===== config.mk =====
export PLATFORM = sky130hd
export DESIGN_NAME = morse_key_classifier_flat
export DESIGN_NICKNAME = d
export VERILOG_FILES = /design/src/rtl/morse_key_classifier_if.sv /design/src/rtl/morse_key_classifier.sv /design/src/flat_wrapper.sv
export SDC_FILE = /design/constraint.sdc
export NUM_CORES = 1
export LEC_CHECK = 0
export CAP_MARGIN = 40
export CORE_MARGIN = 2
export CORE_UTILIZATION = 43
export CTS_BUF_LIST = sky130_fd_sc_hd__clkbuf_16
export DETAILED_ROUTE_END_ITERATION = 7
export PLACE_DENSITY_LB_ADDON = 0.1
export SYNTH_ARGS = -nofsm -noshare
export SYNTH_HDL_FRONTEND = slang
export SYNTH_SLANG_ARGS = --single-unit

===== constraint.sdc =====
create_clock -name CLK -period 2.7 [get_ports CLK]
set_input_delay 0.54 -clock CLK [delete_from_list [all_inputs] [get_ports CLK]]
set_output_delay 0.54 -clock CLK [all_outputs]
set_load 0.02 [all_outputs]

===== src/rtl/morse_key_classifier_if.sv =====
// Bundle between the raw Morse key and the symbol counter / letter lookup stages.
// The classifier drives everything except key_in.
interface morse_key_classifier_if;
  logic       key_in;
  logic       sym_valid;
  logic       sym_dash;
  logic       letter_valid;
  logic [3:0] letter_code;
  logic [2:0] letter_len;
  logic       letter_err;
  logic       word_valid;

  modport master (
    input  key_in,
    output sym_valid, sym_dash, letter_valid, letter_code, letter_len, letter_err, word_valid
  );

  modport slave (
    output key_in,
    input  sym_valid, sym_dash, letter_valid, letter_code, letter_len, letter_err, word_valid
  );
endinterface


===== src/rtl/morse_key_classifier.sv =====
// Times key presses and gaps in prescaled units, classifies each press as dot or dash,
// and packs up to four symbols into a letter code with letter and word boundary pulses.
module morse_key_classifier #(
  parameter int TICK_DIV         = 4,
  parameter int DASH_UNITS       = 3,
  parameter int LETTER_GAP_UNITS = 3,
  parameter int WORD_GAP_UNITS   = 7
) (
  input  logic                   CLK,
  input  logic                   RST_N,
  morse_key_classifier_if.master bus
);

  localparam int            TW         = $clog2(TICK_DIV);
  localparam logic [TW-1:0] TICK_MAX   = TW'(TICK_DIV - 1);
  localparam logic [3:0]    DASH_U     = 4'(DASH_UNITS);
  localparam logic [3:0]    LETTER_HIT = 4'(LETTER_GAP_UNITS - 1);
  localparam logic [3:0]    WORD_HIT   = 4'(WORD_GAP_UNITS - 1);

  typedef enum logic [1:0] {ST_IDLE, ST_MARK, ST_SPACE, ST_WORD} state_t;

  state_t        state_q, state_d;
  logic          sync1_q, key_s_q, key_prev_q;
  logic [TW-1:0] tick_q;
  logic [3:0]    unit_q;
  logic [3:0]    code_q, code_d;
  logic [2:0]    len_q, len_d;
  logic          err_q, err_d;
  logic          sym_valid_q, sym_valid_d, sym_dash_q, sym_dash_d;
  logic          letter_valid_q, letter_valid_d, letter_err_q, letter_err_d;
  logic [3:0]    letter_code_q, letter_code_d;
  logic [2:0]    letter_len_q, letter_len_d;
  logic          word_valid_q, word_valid_d;

  logic key_rise_s, key_fall_s, tick_s, is_dash_s, letter_hit_s, word_hit_s;

  assign key_rise_s   = key_s_q & ~key_prev_q;
  assign key_fall_s   = ~key_s_q & key_prev_q;
  assign tick_s       = (tick_q == TICK_MAX);
  assign is_dash_s    = (unit_q >= DASH_U);
  // Thresholds fire on the tick that carries unit_q onto the gap length, so the pulse lands with it.
  assign letter_hit_s = tick_s & (unit_q == LETTER_HIT);
  assign word_hit_s   = tick_s & (unit_q == WORD_HIT);

  always_ff @(posedge CLK or negedge RST_N) begin
    if (!RST_N) begin
      sync1_q    <= 1'b0;
      key_s_q    <= 1'b0;
      key_prev_q <= 1'b0;
    end else begin
      sync1_q    <= bus.key_in;
      key_s_q    <= sync1_q;
      key_prev_q <= key_s_q;
    end
  end

  always_ff @(posedge CLK or negedge RST_N) begin
    if (!RST_N) begin
      tick_q <= '0;
      unit_q <= 4'd0;
    end else if (key_rise_s || key_fall_s) begin
      tick_q <= '0;
      unit_q <= 4'd0;
    end else if (tick_s) begin
      tick_q <= '0;
      if (unit_q != 4'd15) begin
        unit_q <= unit_q + 4'd1;
      end
    end else begin
      tick_q <= tick_q + TW'(1'b1);
    end
  end

  always_comb begin
    state_d        = state_q;
    code_d         = code_q;
    len_d          = len_q;
    err_d          = err_q;
    sym_valid_d    = 1'b0;
    sym_dash_d     = sym_dash_q;
    letter_valid_d = 1'b0;
    letter_code_d  = letter_code_q;
    letter_len_d   = letter_len_q;
    letter_err_d   = letter_err_q;
    word_valid_d   = 1'b0;
    case (state_q)
      ST_IDLE: begin
        if (key_rise_s) begin
          state_d = ST_MARK;
        end else begin
          state_d = ST_IDLE;
        end
      end
      ST_MARK: begin
        if (key_fall_s) begin
          sym_valid_d = 1'b1;
          sym_dash_d  = is_dash_s;
          if (len_q < 3'd4) begin
            code_d[len_q[1:0]] = is_dash_s;
            len_d              = len_q + 3'd1;
          end else begin
            err_d = 1'b1;
          end
          state_d = ST_SPACE;
        end else begin
          state_d = ST_MARK;
        end
      end
      ST_SPACE: begin
        if (letter_hit_s) begin
          letter_valid_d = 1'b1;
          letter_code_d  = code_q;
          letter_len_d   = len_q;
          letter_err_d   = err_q;
          code_d         = 4'd0;
          len_d          = 3'd0;
          err_d          = 1'b0;
          state_d        = key_rise_s ? ST_MARK : ST_WORD;
        end else if (key_rise_s) begin
          state_d = ST_MARK;
        end else begin
          state_d = ST_SPACE;
        end
      end
      ST_WORD: begin
        if (word_hit_s) begin
          word_valid_d = 1'b1;
          state_d      = key_rise_s ? ST_MARK : ST_IDLE;
        end else if (key_rise_s) begin
          state_d = ST_MARK;
        end else begin
          state_d = ST_WORD;
        end
      end
      default: begin
        state_d = ST_IDLE;
      end
    endcase
  end

  always_ff @(posedge CLK or negedge RST_N) begin
    if (!RST_N) begin
      state_q        <= ST_IDLE;
      code_q         <= 4'd0;
      len_q          <= 3'd0;
      err_q          <= 1'b0;
      sym_valid_q    <= 1'b0;
      sym_dash_q     <= 1'b0;
      letter_valid_q <= 1'b0;
      letter_code_q  <= 4'd0;
      letter_len_q   <= 3'd0;
      letter_err_q   <= 1'b0;
      word_valid_q   <= 1'b0;
    end else begin
      state_q        <= state_d;
      code_q         <= code_d;
      len_q          <= len_d;
      err_q          <= err_d;
      sym_valid_q    <= sym_valid_d;
      sym_dash_q     <= sym_dash_d;
      letter_valid_q <= letter_valid_d;
      letter_code_q  <= letter_code_d;
      letter_len_q   <= letter_len_d;
      letter_err_q   <= letter_err_d;
      word_valid_q   <= word_valid_d;
    end
  end

  assign bus.sym_valid    = sym_valid_q;
  assign bus.sym_dash     = sym_dash_q;
  assign bus.letter_valid = letter_valid_q;
  assign bus.letter_code  = letter_code_q;
  assign bus.letter_len   = letter_len_q;
  assign bus.letter_err   = letter_err_q;
  assign bus.word_valid   = word_valid_q;

endmodule


===== src/flat_wrapper.sv =====
// flat-port wrapper written by rule: the top's interface ports become plain ports
module morse_key_classifier_flat 
#(
  parameter int TICK_DIV         = 4,
  parameter int DASH_UNITS       = 3,
  parameter int LETTER_GAP_UNITS = 3,
  parameter int WORD_GAP_UNITS   = 7
)
  (CLK, RST_N, bus_key_in, bus_sym_valid, bus_sym_dash, bus_letter_valid, bus_letter_code, bus_letter_len, bus_letter_err, bus_word_valid);
  morse_key_classifier_if bus_i ();
  input  logic CLK;
  input  logic RST_N;
  input wire logic [$bits(bus_i.key_in)-1:0] bus_key_in;
  output wire logic [$bits(bus_i.sym_valid)-1:0] bus_sym_valid;
  output wire logic [$bits(bus_i.sym_dash)-1:0] bus_sym_dash;
  output wire logic [$bits(bus_i.letter_valid)-1:0] bus_letter_valid;
  output wire logic [$bits(bus_i.letter_code)-1:0] bus_letter_code;
  output wire logic [$bits(bus_i.letter_len)-1:0] bus_letter_len;
  output wire logic [$bits(bus_i.letter_err)-1:0] bus_letter_err;
  output wire logic [$bits(bus_i.word_valid)-1:0] bus_word_valid;
  assign bus_i.key_in = bus_key_in;
  assign bus_sym_valid = bus_i.sym_valid;
  assign bus_sym_dash = bus_i.sym_dash;
  assign bus_letter_valid = bus_i.letter_valid;
  assign bus_letter_code = bus_i.letter_code;
  assign bus_letter_len = bus_i.letter_len;
  assign bus_letter_err = bus_i.letter_err;
  assign bus_word_valid = bus_i.word_valid;
  morse_key_classifier #(.TICK_DIV(TICK_DIV), .DASH_UNITS(DASH_UNITS), .LETTER_GAP_UNITS(LETTER_GAP_UNITS), .WORD_GAP_UNITS(WORD_GAP_UNITS)) u_core (.CLK(CLK), .RST_N(RST_N), .bus(bus_i));
endmodule

After elaboration in Yosys (flattened, before gate mapping) --
Index checks and enable logic that the tools add are counted.
Cells by class: add/sub/neg operators 3, $mul 0, divide/modulo/power cells 0, magnitude comparators 4, equal/unequal tests 11, shifts and indexed selects 0, mux-type cells 33, bitwise operators 6, reductions and logical operators 11
Operator list (count):
- 4-bit two-way mux | 6
- 2-bit two-way mux | 7
- 1-bit two-way mux | 11
- 3-bit two-way mux | 3
- 2-bit case mux with 4 select lines | 1
- 4-bit case mux with 2 select lines | 1
- 4-bit AND reduction | 2
- 2-bit equality test (second input constant) | 3
- 2-bit by 1-bit != test with 1-bit output (second input constant) | 3
- 3-bit case mux with 2 select lines | 1
- 2-bit AND reduction | 3
- 2-bit nonzero test | 3
- 4-bit by 1-bit adder with 4-bit output (second input constant) | 1
- 1-bit AND | 4
- 4-bit bitwise mux | 1
- 4-bit by 2-bit equality test with 1-bit output (second input constant) | 1
- 4-bit by 3-bit equality test with 1-bit output (second input constant) | 1
- 4-bit by 2-bit greater-or-equal comparator with 1-bit output (second input constant) | 1
- 4-bit != test (second input constant) | 1
- 3-bit by 1-bit adder with 3-bit output (second input constant) | 1
- 2-bit by 3-bit less-than comparator with 1-bit output (second input constant) | 1
- 3-bit less-than comparator (second input constant) | 1
- 2-bit by 1-bit adder with 2-bit output (second input constant) | 1
- 1-bit demux with 2-bit select | 1
- 8 further kinds | 9
Storage, ports and cells: bits in registers 31, bits in latches 0, bits in writable memories 0, ROM bits 0, output and inout bits 12, logic and storage cells 84, memories 0

Logic depth before layout (Yosys ltp) --
depth after elaboration 8, gate-level depth with buffers 6, depth with buffers taken out 5

Worst setup path after synthesis --
Ideal clock, no wire load.
kind register to register, start point register u_core.tick_q[0], end point register u_core.letter_code_q[1] (netlist: u_core.bus.letter_code[1]), setup time 0.125 ns, data arrival time 1.470 ns, required time 2.575 ns, setup slack 1.105 ns, cell stages (with the launch flop) 7, buffers on the path 2, cells stage by stage dfrtp_1 > ha_1 > buf_2 > and4b_1 > and2_4 > buf_6 > mux2_4
Between the ends: word-level cells in the longest chain between the ends 3
RTL lines:
- from (decl) | RTL line morse_key_classifier.sv:24 | logic [TW-1:0] tick_q;
- from (signal assigned) | RTL line morse_key_classifier.sv:70 | tick_q <= tick_q + TW'(1'b1);
- 2-bit equality test | RTL line morse_key_classifier.sv:39 | assign tick_s = (tick_q == TICK_MAX);
- 1-bit AND | RTL line morse_key_classifier.sv:42 | assign letter_hit_s = tick_s & (unit_q == LETTER_HIT);
- 2-bit AND reduction (no line)
- to (signal assigned) | RTL line morse_key_classifier.sv:162 | letter_code_q <= letter_code_d;
- to (decl) | RTL line morse_key_classifier.sv:31 | logic [3:0] letter_code_q, letter_code_d;
Every way passes these cells. A chain may end at the register's enable or synchronous reset.

Worst setup path after layout --
start point register u_core.letter_len_q[0] (netlist: u_core.bus.letter_len[0]), end point output port bus_letter_len[0]
RTL lines:
- from (decl) | RTL line morse_key_classifier.sv:32 | logic [2:0] letter_len_q, letter_len_d;
- from (signal assigned) | RTL line morse_key_classifier.sv:163 | letter_len_q <= letter_len_d;
- to (decl) | RTL line flat_wrapper.sv:18 | output wire logic [$bits(bus_i.letter_len)-1:0] bus_letter_len;
No word-level cell between the ends.

==> flow_summary.json <==
{
  "cp-end-kind": "primary output",
  "rsz0062_at_grt": "false",
  "fin_ws_ns": 0.915,
  "postCtsSetupBuffers": 0,
  "worst_slew_pin_slew_ns": 0.395,
  "dp_hpwl_um": 1640,
  "synth_top_area_share": 0.551,
  "slew_headroom": 0.736,
  "seqPwrFrac": 0.415,
  "maxSlewViolCount": 0,
  "critPathMaxFanout": 2,
  "hold_slack_ns": 0.346,
  "synth_nets": 124,
  "die_width_um": 61.2,
  "period_share": 0.661,
  "worstSetupStartpointType": "register",
  "fin_nets": 143,
  "finalWirelength_um": 2370,
  "cp.required_ns": 2.16,
  "clockRootBuffer": "clkbuf_16",
  "n_fill_cell": 274,
  "grt_max_degree": 32,
  "htree_levels": 2,
  "hold_class": "reg -> reg",
  "wl_per_cell_um": 13.5,
  "die_h_um": 61.2,
  "ys_seq_area_frac": 0.551,
  "multi_input_area_um2": 579,
  "synth_top_area_cell": "dfrtp_1",
  "arrival_ns": 1.25,
  "run_status": "completed",
  "insertion_delay_ns": 0.28,
  "crit_family": "buffers and inverters",
  "fmax_mhz": 560,
  "num_antenna_cells": 0,
  "synth_seq_cells": 31,
  "area_growth_pct": 24.6,
  "initial_core_util": 0.458,
  "synth.area.top_cells": "dfrtp_1 (55%), ha_1 (8.0%), mux2_4 (6.4%), mux2_2 (3.2%), a221o_1 (2.8%)",
  "slowest_delay_ns": 0.61,
  "crit_type": "reg -> out",
  "cts_resized": 0,
  "r2r_start": "u_core.tick_q[0]",
  "drc": 0,
  "syn_inst": 112,
  "ys_types": 34,
  "r2r_setup_slack_ns": 1.02,
  "synth_ff_type": "dfrtp_1",
  "rr_worst_depth": 4,
  "fin_crit_ns": 1.79,
  "dieArea_mm2": 0.00375,
  "async_reset_ff_frac": 1.00,
  "ios": 15,
  "powerDensity_mw_per_mm2": 797,
  "internal-power_mw": 1.05,
  "core-area_mm2": 0.00308,
  "p_sw_mw": 0.348,
  "drt_iter0_markers": 12,
  "synth_edf_count": 0,
  "row_count": 20,
  "crit_path_top_delay_cell": "clkdlybuf4s50_1",
  "pwr-share-comb": 0.141,
  "drtPass1Iterations": 4,
  "antenna_found_initial": 0,
  "ir_drop_v": 0.000386,
  "postCtsHoldBufs": 0,
  "synth_area_mm2": 0.00141,
  "seq_area_um2": 776,
  "clock_skew_ns": 0.00547,
  "num_vias": 885,
  "gr-total-overflow": 0,
  "grt_util_all_layers": 0.158,
  "maxCapViolCount": 0,
  "hold_viol_final": 0,
  "cts.sinks": 31,
  "drt.antenna.violating_nets": 0,
  "io_buffers": 14,
  "worst-path-buf-inv": 1,
  "synth.most_common_cell": "dfrtp_1",
  "synth.top_cells.by_count": "dfrtp_1 (31), ha_1 (9), inv_1 (9)",
  "viasPerCell": 5.03,
  "total_power_mw": 1.40,
  "gp_congestion": 0.789,
  "dpl_worst_slack_ns": 1.04,
  "worstReg2RegEnd": "u_core.bus.letter_err",
  "syn_avg_cell_area_um2": 12.6,
  "fin_setup_tns_ns": 0,
  "clock_path_buffers": 2,
  "p_leak_nw": 0.813,
  "cts-buffers-inserted": 5,
  "drive_gt1_frac": 0.167,
  "placed_area_mm2": 0.00159,
  "path_cells": "clkdlybuf4s50_1",
  "crit_cells": 1,
  "yosysWarnings": 0,
  "path_clk_slew_ns": 0.05,
  "finalSetupViolCount": 0,
  "cp-endpoint": "bus_letter_len[0]",
  "netSwitchingFraction": 0.248,
  "grt_pass1_wl_um": 4090,
  "crit_start": "u_core.bus.letter_len[0]",
  "grt_pass1_vias": 867,
  "design_area_mm2": 0.00176,
  "cts_tree": "done",
  "clockPowerShare": 0.444
}
-- how the worst min path moves through the flow --
| stage | startpoint | endpoint | slack [ns] | cells past startpoint |
|---|---|---|---|---|
| after CTS | u_core.sync1_q | u_core.key_s_q | 0.35 | 0 |
| after detailed placement | u_core.sync1_q | u_core.key_s_q | 0.34 | 0 |
| after global placement | u_core.sync1_q | u_core.key_s_q | 0.34 | 0 |
| final | u_core.sync1_q | u_core.key_s_q | 0.35 | 0 |
| after global routing | u_core.sync1_q | u_core.key_s_q | 0.37 | 0 |
| after floorplan | RST_N | u_core.bus.letter_code[0] | 0.24 | 0 |
-- cell type report --
| type | instances | area share |
|---|---|---|
| Sequential cell | 31 | 0.442 |
| Tap cell | 44 | 0.0314 |
| Clock buffer | 5 | 0.0713 |
| Multi-Input combinational cell | 69 | 0.330 |
| Timing Repair Buffer | 15 | 0.0841 |
| Clock inverter | 3 | 0.0221 |
| Inverter | 9 | 0.0192 |
-- stage by stage --
step,cells,utilization
final,176,0.570
after global routing,176,0.570
after CTS,176,0.570
after detailed placement,168,0.517
after global placement,168,0.517
after floorplan,112,-
-- power by group through the flow --
stage / sequential (mW) / clock [mW] / combinational (mW)
floorplan: 0.579 / 0 / 0.143
detailed placement: 0.587 / 0 / 0.201
CTS: 0.580 / 0.635 / 0.203
finish: 0.580 / 0.621 / 0.198
global placement: 0.583 / 0 / 0.194
global route: 0.592 / 0.650 / 0.230
-- flip-flops by register name, indices dropped and copies added (netlist names), 2 cells and up --
register and cells:
u_core.bus.letter_code 4, u_core.state_q 2, u_core.tick_q 2, u_core.len_q 3, u_core.bus.letter_len 3, u_core.unit_q 4, u_core.code_q 4
-- cell families after synthesis --
| family | share of synthesized area |
|---|---|
| adder cells (fa/ha/maj) | 0.0799 |
| AO/OA/AOI/OAI | 0.0835 |
| buffers and inverters | 0.0382 |
| AND/OR/NAND/NOR | 0.138 |
| flip-flops | 0.551 |
| multiplexers | 0.110 |
-- layout by cell type, fill, tap and decap left out, types with 2 or more instances in the layout --
cell type,count
nor2_1,3
nor3_1,3
mux2i_1,2
and3_1,4
inv_1,9
nor2b_1,4
a21oi_1,5
nand3_1,2
dfrtp_1,31
ha_1,9
mux2_2,4
clkdlybuf4s50_1,14
mux2_4,6
nand2_1,5
a221o_1,4
clkbuf_16,5
and4b_1,2
-- routing by layer --
| metal | global-route usage | share of wire | vias up |
|---|---|---|---|
| met5 | 0 | 0 | - |
| met2 | 0.223 | 0.44 | 18 |
| met4 | 0.102 | 0.029 | 0 |
| li1 | - | - | 431 |
| met3 | 0.0567 | 0.046 | 7 |
| met1 | 0.203 | 0.48 | 429 |
Note: power is estimated with default switching activity, not from simulation.
